### config.mk
export PLATFORM = sky130hd
export DESIGN_NAME = stack_btn_ctrl
export DESIGN_NICKNAME = d
export VERILOG_FILES = /design/src/rtl/stack_btn_ctrl.sv
export SDC_FILE = /design/constraint.sdc
export NUM_CORES = 1
export LEC_CHECK = 0
export BUFFER_PORTS_ARGS = -buffer_cell sky130_fd_sc_hd__buf_2
export CAP_MARGIN = 20
export CORE_MARGIN = 4
export CORE_UTILIZATION = 53
export DETAILED_ROUTE_END_ITERATION = 8
export HOLD_SLACK_MARGIN = 0.05
export PLACE_DENSITY = 0.74
export SLEW_MARGIN = 20
export SYNTH_ARGS = -nofsm -noshare
export SYNTH_HDL_FRONTEND = slang
export SYNTH_HIERARCHICAL = 1
export SYNTH_SLANG_ARGS = --single-unit
### constraint.sdc
create_clock -name clk -period 1.4 [get_ports clk]
set_clock_uncertainty 0.05 [all_clocks]
set_input_delay 0.07 -clock clk [delete_from_list [all_inputs] [get_ports clk]]
set_output_delay 0.07 -clock clk [all_outputs]
set_load 0.05 [all_outputs]
### src/rtl/stack_btn_ctrl.sv
// stack_btn_ctrl: button/switch front end for the 8x4 lab stack.
// Synchronizes the raw buttons and switches, debounces each button,
// turns accepted presses into one-cycle push/pop strobes and registers the
// data that accompanies a push.
// Optional build macro STACK_BTN_ERR_EN: when defined, an illegal request
// (push into a full stack or pop from an empty one) holds err high for
// ERR_HOLD_CYCLES cycles. When undefined, err is tied low and full/empty
// are ignored.

// Per-button debouncer: the level must differ from the accepted level for
// DEBOUNCE_CYCLES consecutive cycles before it is taken.
module stack_btn_dbnc #(
  parameter int DEBOUNCE_CYCLES = 16
) (
  input  logic clk,
  input  logic rstN,
  input  logic s,
  output logic stable
);
  localparam int CNT_W = (DEBOUNCE_CYCLES > 1) ? $clog2(DEBOUNCE_CYCLES) : 1;
  localparam logic [CNT_W-1:0] CNT_MAX = CNT_W'(DEBOUNCE_CYCLES - 1);

  logic [CNT_W-1:0] cnt;

  // Any cycle matching the accepted level restarts the stability window.
  always_ff @(posedge clk or negedge rstN) begin
    if (!rstN) begin
      stable <= 1'b0;
      cnt    <= '0;
    end else if (s == stable) begin
      cnt <= '0;
    end else if (cnt == CNT_MAX) begin
      stable <= s;
      cnt    <= '0;
    end else begin
      cnt <= cnt + 1'b1;
    end
  end
endmodule

module stack_btn_ctrl #(
  parameter int DEBOUNCE_CYCLES = 16,
  parameter int ERR_HOLD_CYCLES = 8
) (
  input  logic       clk,
  input  logic       rstN,
  input  logic       btn_push,
  input  logic       btn_pop,
  input  logic [3:0] sw_data,
  input  logic       full,
  input  logic       empty,
  output logic       push,
  output logic       pop,
  output logic [3:0] data_in,
  output logic       err
);
  localparam int NUM_BTN = 2;  // bit 0 = push button, bit 1 = pop button

  logic               sync_push, sync_pop, s_push, s_pop;
  logic [3:0]         sync_data, s_data;
  logic [NUM_BTN-1:0] s_btn, stable, stable_d, rise;

  // Two-flop synchronizers for every asynchronous input.
  always_ff @(posedge clk or negedge rstN) begin
    if (!rstN) begin
      sync_push <= 1'b0;
      sync_pop  <= 1'b0;
      sync_data <= '0;
      s_push    <= 1'b0;
      s_pop     <= 1'b0;
      s_data    <= '0;
    end else begin
      sync_push <= btn_push;
      sync_pop  <= btn_pop;
      sync_data <= sw_data;
      s_push    <= sync_push;
      s_pop     <= sync_pop;
      s_data    <= sync_data;
    end
  end

  assign s_btn = {s_pop, s_push};

  for (genvar gi = 0; gi < NUM_BTN; gi++) begin : g_btn
    stack_btn_dbnc #(.DEBOUNCE_CYCLES(DEBOUNCE_CYCLES)) u_dbnc (
      .clk    (clk),
      .rstN   (rstN),
      .s      (s_btn[gi]),
      .stable (stable[gi])
    );
  end

  // Only the rising edge of an accepted level makes a strobe.
  assign rise = stable & ~stable_d;

  // Strobes and push data; data_in is captured on the edge that raises push
  // so it is already valid while the stack samples the strobe.
  always_ff @(posedge clk or negedge rstN) begin
    if (!rstN) begin
      stable_d <= '0;
      push     <= 1'b0;
      pop      <= 1'b0;
      data_in  <= '0;
    end else begin
      stable_d <= stable;
      push     <= rise[0];
      pop      <= rise[1];
      if (rise[0]) data_in <= s_data;
    end
  end

`ifdef STACK_BTN_ERR_EN
  typedef enum logic {IDLE, HOLD} err_st_t;
  localparam int EC_W = $clog2(ERR_HOLD_CYCLES + 1);
  localparam logic [EC_W-1:0] EC_LOAD = EC_W'(ERR_HOLD_CYCLES);
  localparam logic [EC_W-1:0] EC_ONE  = EC_W'(1);

  err_st_t         st, st_nxt;
  logic [EC_W-1:0] ecnt, ecnt_nxt;
  logic            illegal;

  // Flags are looked at during the strobe cycle, before the stack acts on it.
  assign illegal = (push & ~pop & full) | (pop & ~push & empty);

  // Error state and hold counter.
  always_ff @(posedge clk or negedge rstN) begin
    if (!rstN) begin
      st   <= IDLE;
      ecnt <= '0;
    end else begin
      st   <= st_nxt;
      ecnt <= ecnt_nxt;
    end
  end

  // Load on an illegal request (also retriggers in HOLD), count down to 1.
  always_comb begin
    st_nxt   = st;
    ecnt_nxt = ecnt;
    if (illegal) begin
      st_nxt   = HOLD;
      ecnt_nxt = EC_LOAD;
    end else if (st == HOLD) begin
      if (ecnt == EC_ONE) begin
        st_nxt   = IDLE;
        ecnt_nxt = '0;
      end else begin
        ecnt_nxt = ecnt - 1'b1;
      end
    end
  end

  assign err = (st == HOLD);
`else
  logic [33:0] unused_err_cfg;

  assign err = 1'b0;
  assign unused_err_cfg = {full, empty, 32'(ERR_HOLD_CYCLES)};
`endif
endmodule

==> results by group <==
Clock network
  – Buffers inserted by post-CTS timing repair: 0
  – CTS H-Tree Depth: 2
  – CTS tree: built
  – Insertion delay of the later-clocked pin in the worst-skew pair: ~0.31 ns
  – Cell at the root of the clock tree: sky130_fd_sc_hd__clkbuf_4
  – Clock tree buffer depth: 2
  – Number of sinks on the clock net: 30
  – Clock slew at the register clock pins of the worst setup and hold paths: 0.09 ns
  – Inserted Clock Buffers: 5

Finish
  – Synth-to-Final Area Change: 21.29%
  – Diodes inserted: 0
  – Most common library cell in the layout ignoring fill and taps: sky130_fd_sc_hd__dfrtp_1
  – Fraction of layout instances using a drive strength above 1: 35.16%
  – Most frequent cells in the layout: sky130_fd_sc_hd__dfrtp_1 (30), sky130_fd_sc_hd__buf_2 (13), sky130_fd_sc_hd__dlygate4sd3_1 (7), sky130_fd_sc_hd__mux2_4 (6), sky130_fd_sc_hd__clkbuf_4 (5)
  – Filler cells: 136
  – Final Non-Filler Cells: 116
  – Final-stage net count: a little over 100
  – Layout Cell Area excl Fill: 1290 um2

Floorplanning
  – Num rows: 15
  – Initial core utilization: between 50% and 60%
  – Die X-Extent: between 50 and 60 um
  – Number of top-level design ports: 17
  – Core footprint: about 1800 um2
  – Overall die height: approximately 53 um
  – Die area: approximately 2800 um2

Place
  – Final HPWL DP: 970.2 um
  – # placed instances: approximately 100
  – Count of port buffers added during placement: 13
  – Post-placement cell area: approximately 1100 um2
  – Placement Setup Slack: about 0.18 ns
  – Final estimated routing congestion in global placement: 0.6940

Critical path
  – Type of destination of the critical path: flop
  – Worst R2R Path Depth: 3
  – Critical path data arrival time: 1.39 ns
  – Launch instance of the worst register-to-register path: g_btn[1].u_dbnc/cnt[0]
  – Data required time at the worst endpoint: 1.55 ns
  – FF-to-FF setup slack: ~0.16 ns
  – Peak fanout along the critical path: 4
  – Worst reg2reg path endpoint: g_btn[1].u_dbnc/stable
  – Crit start category: flop
  – Critical path class: flop to flop

STA
  – Slew at the pin with the worst max-slew slack: roughly 0.63 ns
  – TNS Setup: 0 ns
  – Post-layout minimum cycle time: 1.243 ns
  – Slew margin rel.: between 50% and 60%
  – Hold violation total from the final report: 0
  – Unrepaired setup endpoints after global routing: no
  – Smallest setup slack after layout: ~0.16 ns
  – Ratio of final minimum period to clock period: roughly nine tenths
  – Setup violation total in the final timing report: 0
  – Top achievable clock speed: about 0.80 GHz
  – Total count of max-transition violations in the final report: 0

Power and ir drop
  – Proportion of power drawn by combinational gates: approximately 5.6%
  – Part of the total power dissipated in sequential elements: between 50% and 60%
  – Pwr dens: between 1000 and 1500 nW/um2
  – Highest ir drop seen on vdd: 805.4 uV
  – Switch share: 21.18%
  – Power spent charging and discharging nets: ~350 uW
  – Design internal power: 1284 uW
  – Overall Power: between 1500 and 2000 uW
  – Static Leak: approximately 0.00063 uW
  – Part of the total power dissipated in the clock network: a little under two fifths

Synth
  – Number of nets in the synthesized netlist: 77
  – Warnings from Yosys: 6
  – Top cell type by total area after synthesis: sky130_fd_sc_hd__dfrtp_1
  – Top cell type's share of synthesized area: between 70% and 80%
  – Average cell area after synthesis: between 15 and 20 um2
  – Number of distinct library cells after synthesis: 16
  – Post-synthesis register bit count: 30
  – Sequential area share after synthesis: a little over two thirds
  – Cell area after technology mapping: 1064 um2
  – Largest cells by area after synthesis: sky130_fd_sc_hd__dfrtp_1 (71%), sky130_fd_sc_hd__mux2_4 (8.5%), sky130_fd_sc_hd__xnor2_1 (3.3%)
  – Gate Count Post-Synth: 65

GRT
  – Antenna violations before repair: 0
  – Via count of the first global-routing pass: 582
  – GRT Overall Usage: 14.64%
  – Total overflow reported by the global router: 0
  – Largest net degree at the start of global routing: 31
  – First-pass GRT wire length: ~2700 um

Route
  – Antenna-violating nets left: 0
  – Via/cell ratio: 5.078
  – Final wirelength: ~1600 um
  – Average wire per standard cell: around 14 um
  – Count of vias placed by the detailed router: 589
  – Number of optimization iterations in the first detailed-route pass: 4
  – Count of unresolved DRC violations after routing: 0
  – Number of design-rule violations left by the first detailed-router iteration: 4

Min path
  – Classification of the worst-slack hold path: input pin to async pin

Status
  – Outcome: completed

Job
  – Max capacitance violation total: 0
==> power groups by stage <==
stage	registers, uW	logic, uW	clock network, uW
after CTS	921	91.9	650
after global placement	936	74.1	0
after detailed placement	938	75.5	0
after floorplan	938	41.0	0
after global routing	926	104	684
final	922	91.0	616
==> worst max path at each step <==
stage	startpoint	to	slack (ns)	cells past startpoint
after floorplan	g_btn[0].u_dbnc/cnt[0]	g_btn[0].u_dbnc/stable	0.23	3
after detailed placement	g_btn[1].u_dbnc/cnt[0]	g_btn[1].u_dbnc/stable	0.18	3
after CTS	g_btn[1].u_dbnc/cnt[0]	g_btn[1].u_dbnc/stable	0.16	3
after global routing	g_btn[1].u_dbnc/cnt[0]	g_btn[1].u_dbnc/stable	0.09	3
final	g_btn[1].u_dbnc/cnt[0]	g_btn[1].u_dbnc/stable	0.16	3
after global placement	g_btn[0].u_dbnc/cnt[0]	g_btn[0].u_dbnc/stable	0.20	3
==> synth_stat cells (all sizes together) <==
cell and number:
dfrtp 30, mux2 6, a21oi 4, nor2b 4
xnor2 4, buf 2, ha 2, inv 2
nand3 2, nand4b 2, nor2 2, nor3b 2
o21ai 2, conb 1
==> repair_timing <==
action | 4_1_cts | 5_1_grt
hold buffers | 7 | 0
endpoints found under the hold margin | 36 | 0
resized for setup | 0 | 0
==> logic make-up after synthesis <==
group	after synthesis	share of synthesized area (%)
fa+ha+maj	2	2.353
flops	30	70.59
simple gates	12	9.647
other cells	1	0.3526
xor+xnor	4	3.294
compound gates	6	2.824
mux	6	8.471
buf+inv	4	2.471
==> per-layer routing <==
layer | wire length (um) | global-route usage (%) | up-vias
met5 | 0 | 0 | -
met4 | 39 | 11.06 | 0
met3 | 68 | 5.698 | 6
met2 | 877 | 22.52 | 15
met1 | 638 | 16.10 | 304
li1 | - | - | 264
==> critical path, stage by stage, from the launching register on <==
cell	delay [ns]
sky130_fd_sc_hd__dfrtp_1	0.43
sky130_fd_sc_hd__ha_1	0.27
sky130_fd_sc_hd__nand3_2	0.09
sky130_fd_sc_hd__mux2_4	0.30
==> cell type report <==
type | count | area, um2 | area share (%)
multi-input cells | 31 | 286.5 | 22.21
inverters | 2 | 7.507 | 0.5820
flip-flops and latches | 30 | 750.7 | 58.20
repair buffers | 20 | 135.1 | 10.48
clock buffers | 8 | 78.83 | 6.111
well taps | 25 | 31.28 | 2.425
==> per-stage QoR <==
stage,utilization (%),hold slack (ns)
finish,70.86,0.2572
global route,70.86,0.3013
CTS,70.86,0.2405
detailed placement,62.68,0.07795
global placement,62.68,0.07464
floorplan,-,-0.2756
==> sequential cells by signal, summed over array words and instances (netlist names) <==
| name | cells |
|---|---|
| data_in | 4 |
| g_btn.u_dbnc/cnt | 8 |
| g_btn.u_dbnc/stable | 2 |
| pop | 1 |
| push | 1 |
| s_data | 4 |
| s_pop | 1 |
| s_push | 1 |
| stable_d | 2 |
| sync_data | 4 |
| sync_pop | 1 |
| sync_push | 1 |
No activity file was read; power rests on OpenSTA's default activity.
